### src/rtl/datapath_sequencer.sv
// Sequencer for the accumulator datapath: fetches from the instruction memory,
// decodes ALU/control words into datapath strobes and handles run/step/halt control.
module datapath_sequencer #(
  parameter int PC_W  = 4,
  parameter int CNT_W = 16
) (
  input  logic             clk,
  input  logic             rst_n,
  input  logic             start,
  input  logic             halt_req,
  input  logic             step_mode,
  input  logic             step,
  input  logic [15:0]      instr,
  input  logic             alu_z,
  input  logic             alu_n,
  input  logic             alu_c,
  output logic [PC_W-1:0]  pc,
  output logic             load_a,
  output logic             load_b,
  output logic             sel_b,
  output logic [2:0]       alu_op,
  output logic [7:0]       literal,
  output logic             running,
  output logic             halted,
  output logic [CNT_W-1:0] retired,
  output logic [2:0]       dbg_state
);

  typedef enum logic [2:0] {
    S_IDLE   = 3'd0,
    S_FETCH  = 3'd1,
    S_EXEC   = 3'd2,
    S_PAUSE  = 3'd3,
    S_HALTED = 3'd4
  } state_t;

  state_t          state, state_next;
  logic [15:0]     ir;
  logic            flag_z, flag_n, flag_c;
  logic            is_ctrl, is_halt, taken, restart;
  logic [2:0]      cond;
  logic [PC_W-1:0] pc_inc, target;
  logic            unused_ir_bit;

  assign is_ctrl       = ir[15];
  assign cond          = ir[14:12];
  assign is_halt       = is_ctrl && (cond == 3'b111);
  assign target        = ir[PC_W-1:0];
  assign pc_inc        = pc + PC_W'(1);
  assign unused_ir_bit = ir[8];
  // halt_req always wins over start when leaving IDLE or HALTED
  assign restart       = start && !halt_req;

  always_comb begin
    taken = 1'b0;
    case (cond)
      3'b000:  taken = 1'b1;
      3'b001:  taken = flag_z;
      3'b010:  taken = !flag_z;
      3'b011:  taken = !flag_z && !flag_n;
      3'b100:  taken = flag_n;
      3'b101:  taken = !flag_n;
      3'b110:  taken = flag_c;
      default: taken = 1'b0;
    endcase
  end

  always_comb begin
    state_next = state;
    load_a     = 1'b0;
    load_b     = 1'b0;
    sel_b      = 1'b0;
    alu_op     = ir[11:9];
    literal    = ir[7:0];
    running    = 1'b0;
    halted     = 1'b0;
    case (state)
      S_IDLE: begin
        if (start) state_next = halt_req ? S_HALTED : S_FETCH;
      end
      S_FETCH: begin
        running    = 1'b1;
        state_next = S_EXEC;
      end
      S_EXEC: begin
        running = 1'b1;
        load_a  = !is_ctrl && ir[12];
        load_b  = !is_ctrl && ir[13];
        sel_b   = !is_ctrl && ir[14];
        if (is_halt || halt_req) state_next = S_HALTED;
        else if (step_mode)      state_next = S_PAUSE;
        else                     state_next = S_FETCH;
      end
      S_PAUSE: begin
        if (halt_req)                state_next = S_HALTED;
        else if (step || !step_mode) state_next = S_FETCH;
      end
      S_HALTED: begin
        halted = 1'b1;
        if (restart) state_next = S_FETCH;
      end
      default: state_next = S_IDLE;
    endcase
  end

  always_ff @(posedge clk or negedge rst_n) begin
    if (!rst_n) state <= S_IDLE;
    else        state <= state_next;
  end

  always_ff @(posedge clk or negedge rst_n) begin
    if (!rst_n) begin
      pc      <= '0;
      ir      <= '0;
      flag_z  <= 1'b0;
      flag_n  <= 1'b0;
      flag_c  <= 1'b0;
      retired <= '0;
    end else begin
      case (state)
        S_IDLE: begin
          if (restart) pc <= '0;
        end
        S_FETCH: ir <= instr;
        S_EXEC: begin
          if (retired != '1) retired <= retired + CNT_W'(1);
          if (!is_ctrl) begin
            pc <= pc_inc;
            if (ir[12] || ir[13]) begin
              flag_z <= alu_z;
              flag_n <= alu_n;
              flag_c <= alu_c;
            end
          end else if (!is_halt) begin
            pc <= taken ? target : pc_inc;
          end
        end
        S_HALTED: begin
          if (restart) begin
            pc      <= '0;
            flag_z  <= 1'b0;
            flag_n  <= 1'b0;
            flag_c  <= 1'b0;
            retired <= '0;
          end
        end
        default: ;
      endcase
    end
  end

  assign dbg_state = state;

endmodule
### config.mk
export PLATFORM = sky130hd
export DESIGN_NAME = datapath_sequencer
export DESIGN_NICKNAME = d
export VERILOG_FILES = /design/src/rtl/datapath_sequencer.sv
export SDC_FILE = /design/constraint.sdc
export NUM_CORES = 1
export LEC_CHECK = 0
export BUFFER_PORTS_ARGS = -buffer_cell sky130_fd_sc_hd__buf_2
export CORE_MARGIN = 3
export CORE_UTILIZATION = 52
export CTS_CLUSTER_DIAMETER = 50
export DETAILED_ROUTE_END_ITERATION = 12
export GPL_TIMING_DRIVEN = 1
export HOLD_SLACK_MARGIN = 0.06
export PLACE_DENSITY = 0.8
export SYNTH_ARGS = -nofsm -noshare
export SYNTH_HDL_FRONTEND = slang
export SYNTH_SLANG_ARGS = --single-unit
### constraint.sdc
create_clock -name clk -period 2.1 [get_ports clk]
set_input_delay 0.42 -clock clk [delete_from_list [all_inputs] [get_ports clk]]
set_output_delay 0.42 -clock clk [all_outputs]
set_load 0.02 [all_outputs]
==> impl_metrics.ini, run 1 <==
[cells_and_area]
insertedDiodeCount = 0
area_growth_pct = 19.4
drive_gt1_share_pct = 37.8
fill_cells = 335
instances_no_fill = 336
finalNetCount = 312

[synthesis]
synth.area.top_cells = dfrtp_1, mux2_2, o21ai_0
syn_area_sq_mm = 0.00227
yosysTopAreaCellShare_pct = 45.3
synth_enable_flop_cells = 0
yosysWarningCount = 0
synth_ff_type = dfrtp_1
synth_nets = 254
synthTopCellsByCount = dfrtp_1, o21ai_0, nor2_1
ys_async_sr_fraction_pct = 100
yosysTopAreaCell = dfrtp_1
yosysSeqAreaShare_pct = 45.3
syn_avg_cell_area_sq_um = 9.98
syn_inst = 227
yosysUniqueCellTypes = 44
ys_ff_latch = 41
synth.most_common_cell = dfrtp_1

[pwr]
powerDensity_mw_per_mm2 = 1260
swShare_pct = 40.4
power.internal_uw = 2030
vdd_drop_max_v = 0.000430
p_comb_share_pct = 41.4
clock_power_share_pct = 19.7
p_sw_uw = 1370
pwr-share-seq_pct = 38.9
power.leakage_uw = 0.00125

[sta]
slew_headroom_pct = 56.4
worst_slack_ns = 0.126
worstMarginPinSlew_ns = 0.651
setup_viol_count_final = 0
rsz0062_at_grt = no
fin_skew_ns = 0.0106
whs_ns = 0.0983
drv_slew = 0
hold_violations = 0
finalCriticalPeriod_ns = 1.97
fmax_mhz = 506
post-route-period-util_pct = 94.0
final.setup.tns_ns = 0

[routing]
via_count = 1917
drt_iter0_markers = 98
dr.pass1.iters = 4
wl_per_cell_um = 14.8
ant_nets = 0
totalWireLength_um = 4980
drc = 0
viasPerCell = 5.71

[floorplan]
start_util_pct = 55.1
core_area_sq_mm = 0.00412
die_area_sq_mm = 0.00519
rows = 23
die_x_um = 72.0
die_h_um = 72.0
boundaryPins = 64

[clocking]
cts-root-buf = clkbuf_8
numCtsBuffers = 5
htreeDepth = 2
cts.clk_slew.worst_paths_ns = 0.09
hold_buffers = 0
max-clock-path-buffers = 2
clk_latency_ns = 0.30
cts_tree = built
clock_sinks = 41

[worst_setup_path]
end_kind = primary output
cp_data_arrival_time_ns = 1.55
r2r.worst_path.cells = 7
crit_required_ns = 1.68
critPathKind = register to primary output
startpoint_type = register
cp_max_fo = 10

[global_routing]
grt_pass1_vias = 1800
gr-total-overflow = 0
antenna_found_initial = 0
grt_max_degree = 27
grt_pass1_wl_um = 8080
grt_util_all_layers_pct = 19.6

[outcome]
status = complete, no violations

[placement]
gp_congestion = 0.800
hpwlAfterDp_um = 3580
portBuffers = 62
place_ws_ns = 0.111
place_inst = 328

[hold_path]
min_path_type = input pin to async pin

[job]
cap_violations = 0
[power groups by stage]
stage	clock (uW)	sequential [uW]	combinational, uW
floorplan	0	1310	1150
global placement	0	1310	1380
detailed placement	0	1320	1400
CTS	676	1310	1410
global route	694	1370	1540
finish	669	1320	1410
[cells in the final DEF (no fill, tap or decap), types with 2 or more instances in the layout]
cell type / instances
buf_2: 62
dfrtp_1: 39
o21ai_0: 21
nor2_1: 15
mux2_2: 15
nand2_1: 14
nand3_1: 11
buf_4: 10
nand2b_1: 9
o21ai_1: 8
clkbuf_8: 6
and2_1: 5
nor2b_1: 5
a31oi_1: 5
a21oi_1: 5
o31ai_1: 4
o21bai_1: 3
o31ai_2: 3
a32oi_1: 3
inv_1: 3
nand3b_1: 3
or2_2: 2
and4_1: 2
nand4_1: 2
and3_1: 2
o31ai_4: 2
nor3_1: 2
or4b_1: 2
ha_1: 2
dfrtp_2: 2
[what timing repair did]
action / in CTS / in global routing
endpoints found under the setup margin: 0 / 6
setup buffers: 0 / 0
resized for setup: 0 / 6
[routing by layer]
layer	routed length, um	up-vias	track usage, %
li1	-	929	-
met4	82	0	7.72
met5	0	-	0
met3	271	8	3.74
met2	2430	54	34.0
met1	2200	926	24.1
[area by class of cell]
| type | instances | area [sq um] | share of cell area (%) |
|---|---|---|---|
| clock buffer | 7 | 86.3 | 3.19 |
| clock inverter | 1 | 30.0 | 1.11 |
| inverter | 3 | 11.3 | 0.416 |
| multi-input combinational | 162 | 1100 | 40.7 |
| sequential | 41 | 1030 | 38.0 |
| tap | 50 | 62.6 | 2.31 |
| timing repair buffer | 72 | 385 | 14.2 |
[path summary, 6_finish.rpt]
check                      slack (ns)           end         start
hold / removal                    0.1  dbg_state[2]         rst_n
setup reg to reg                 0.15    retired[8]    retired[0]
hold reg to reg                  0.50         ir[4]         ir[4]
min in group clk                 0.30  dbg_state[0]      halt_req
setup / recovery                 0.13       running  dbg_state[0]
max in group asynchronous        1.45    retired[5]         rst_n
[flip-flops by register name (all words and copies together), names as in the netlist]
register	count
retired	16
flag_n	1
ir	15
flag_c	1
pc	4
dbg_state	3
flag_z	1
[stage by stage]
step                      utilization (%)  area (sq um)  power [uW]
after global placement               62.5          2570        2690
after detailed placement             62.5          2570        2730
final                                65.7          2710        3400
after global routing                 65.7          2710        3610
after CTS                            65.3          2690        3400
after floorplan                         -          2270        2460
[cell families (layout without fill, tap and decap cells)]
group / after synthesis / in the layout / synth area share (%)
buffers and inverters: 24 / 83 / 6.85
DFF: 41 / 41 / 45.3
and+or+nand+nor: 83 / 83 / 20.3
adders and majority gates: 2 / 2 / 1.10
AOI/OAI and AO/OA: 61 / 61 / 18.6
muxes: 16 / 16 / 7.90
[critical path, cell delays in order, from the launching register on]
cell and delay [ns]:
dfrtp_2 0.45, nand2b_1 0.25, nor2_2 0.09, or2_2 0.29
buf_2 0.16
(Power assumes the default switching activity.)
==> run 2, diff against run 1 <==
--- a/config.mk
+++ b/config.mk
@@ -13,6 +13,7 @@
 export GPL_TIMING_DRIVEN = 1
 export HOLD_SLACK_MARGIN = 0.06
 export PLACE_DENSITY = 0.8
+export RECOVER_POWER = 50
 export SYNTH_ARGS = -nofsm -noshare
 export SYNTH_HDL_FRONTEND = slang
 export SYNTH_SLANG_ARGS = --single-unit
==> run 2 against run 1 <==
  * Worst setup slack got worse by 0.0013 ns
  * Clock skew fell by 0.0011 ns
  * Hold slack improved by 0.20 ns
  * Routed wire length barely moved
  * Total power fell by 1.0%
  * Largest cell class unchanged
  * Non-clock buffer count did not move
  * Design area fell by 1.1%
  * Die area did not move
  * Sequential share of layout area rose by 0.41 points
  * Critical path depth did not move
==> impl_metrics.ini, run 2 (synthesis gave the netlist of run 1 again) <==
[outcome]
status = complete, no violations

[routing]
dr.pass1.iters = 4
drt_iter0_markers = 83
viasPerCell = 5.68
totalWireLength_um = 4980
wl_per_cell_um = 14.8
ant_nets = 0
drc = 0
via_count = 1910

[pwr]
pwr-share-seq_pct = 39.4
p_sw_uw = 1380
swShare_pct = 40.9
power.internal_uw = 1990
p_comb_share_pct = 40.8
power.leakage_uw = 0.00119
vdd_drop_max_v = 0.000436
clock_power_share_pct = 19.8
powerDensity_mw_per_mm2 = 1260

[worst_setup_path]
cp_data_arrival_time_ns = 1.56
r2r_slack_ns = 0.16
critical_path_buf_inv_count = 1
cp_max_fo = 10
crit_required_ns = 1.68
end_kind = primary output
worstReg2RegStart = retired[0]
critPathKind = register to primary output
r2r_end = retired[8]
startpoint_type = register
path_cells = nand2b_1, nor2_2, or2_2, buf_2
critical-path-top-delay-family = simple AND/OR/NAND/NOR gates
r2r.worst_path.cells = 7
crit_path_max_incr_delay_ns = 0.45
cp_slowest_cell = dfrtp_2

[clocking]
cts.clk_slew.worst_paths_ns = 0.08
clk_latency_ns = 0.30
htreeDepth = 2
clock_sinks = 41
numCtsBuffers = 5
cts-root-buf = clkbuf_8
cts_tree = built
max-clock-path-buffers = 2

[sta]
post-route-period-util_pct = 94.1
whs_ns = 0.302
setup_viol_count_final = 0
fin_skew_ns = 0.00950
fmax_mhz = 506
drv_slew = 0
rsz0062_at_grt = no
hold_violations = 0
slew_headroom_pct = 12.4
worstMarginPinSlew_ns = 1.31
final.setup.tns_ns = 0
finalCriticalPeriod_ns = 1.98

[job]
cap_violations = 0

[cells_and_area]
drive_gt1_share_pct = 31.1
final_cell_mix = buf_2, dfrtp_1, o21ai_0, clkbuf_1
final_common_cell = buf_2
finalNetCount = 312
regMostFlops = retired
area_growth_pct = 18.1
largest_reg_flops = 16
insertedDiodeCount = 0
reg_top3 = retired x16, ir x15, pc x4

[global_routing]
grt_use_met2_pct = 34.0
antenna_found_initial = 0
grt_util_all_layers_pct = 19.6
met3_usage_pct = 3.74
met1_usage_pct = 24.1
grt_pass1_wl_um = 8080
grt_max_degree = 27
gr-total-overflow = 0
busiest_layer = met2
grt_pass1_vias = 1800

[hold_path]
worstHoldStart = halt_req
whs_path_depth = 2
min_to = dbg_state[0]
min_path_type = input pin to register

[placement]
portBuffers = 62
hpwlAfterDp_um = 3580
gp_congestion = 0.800

[floorplan]
die_h_um = 72.0
rows = 23
boundaryPins = 64
die_area_sq_mm = 0.00519
start_util_pct = 55.1
die_x_um = 72.0
core_area_sq_mm = 0.00412
==> run 2: changes by cell type in the layout (fill, tap and decap cells not counted), sizes merged <==
cell,before,now
clkbuf,7,26
buf,72,53
==> run 2: timing repair <==
item                       CTS  global route
hold buffers                 0             0
buffers inserted             0             0
resized for setup            0             6
setup endpoints to repair    0             6
==> run 2: power by group through the flow <==
| stage | combinational [uW] | sequential [uW] | clock, uW |
|---|---|---|---|
| finish | 1370 | 1330 | 668 |
| global route | 1510 | 1380 | 694 |
| CTS | 1410 | 1310 | 676 |
| detailed placement | 1400 | 1320 | 0 |
| global placement | 1380 | 1310 | 0 |
| floorplan | 1150 | 1310 | 0 |
==> run 2: area by class of cell <==
type,instances,area [sq um]
clock buffer,7,86.3
clock inverter,1,30.0
fill,346,1440
inverter,3,11.3
multi-input combinational,162,1100
sequential,41,1030
tap,50,62.6
timing repair buffer,72,357
==> run 2: worst max-delay path by stage <==
stage,start,to,cells past startpoint
floorplan,dbg_state[1],running,4
global placement,halt_req,retired[13],7
detailed placement,halt_req,retired[8],7
CTS,dbg_state[0],sel_b,4
global route,retired[0],retired[14],7
finish,dbg_state[0],running,4
==> run 2: metal layers <==
metal | share of wire (%) | wire length [um]
met2 | 49 | 2430
met3 | 6.1 | 304
met5 | 0 | 0
met1 | 43 | 2170
met4 | 1.6 | 82
==> run 2: per-stage QoR <==
stage                     util, %  total power, uW  cells  setup WS (ns)  cell area, sq um
final                        65.0             3370    336          0.124              2680
after floorplan                 -             2460    227         0.0959              2270
after global routing         65.0             3580    336         0.0269              2680
after detailed placement     62.5             2730    328          0.111              2570
after CTS                    65.3             3400    336         0.0534              2690
after global placement       62.5             2690    328          0.173              2570
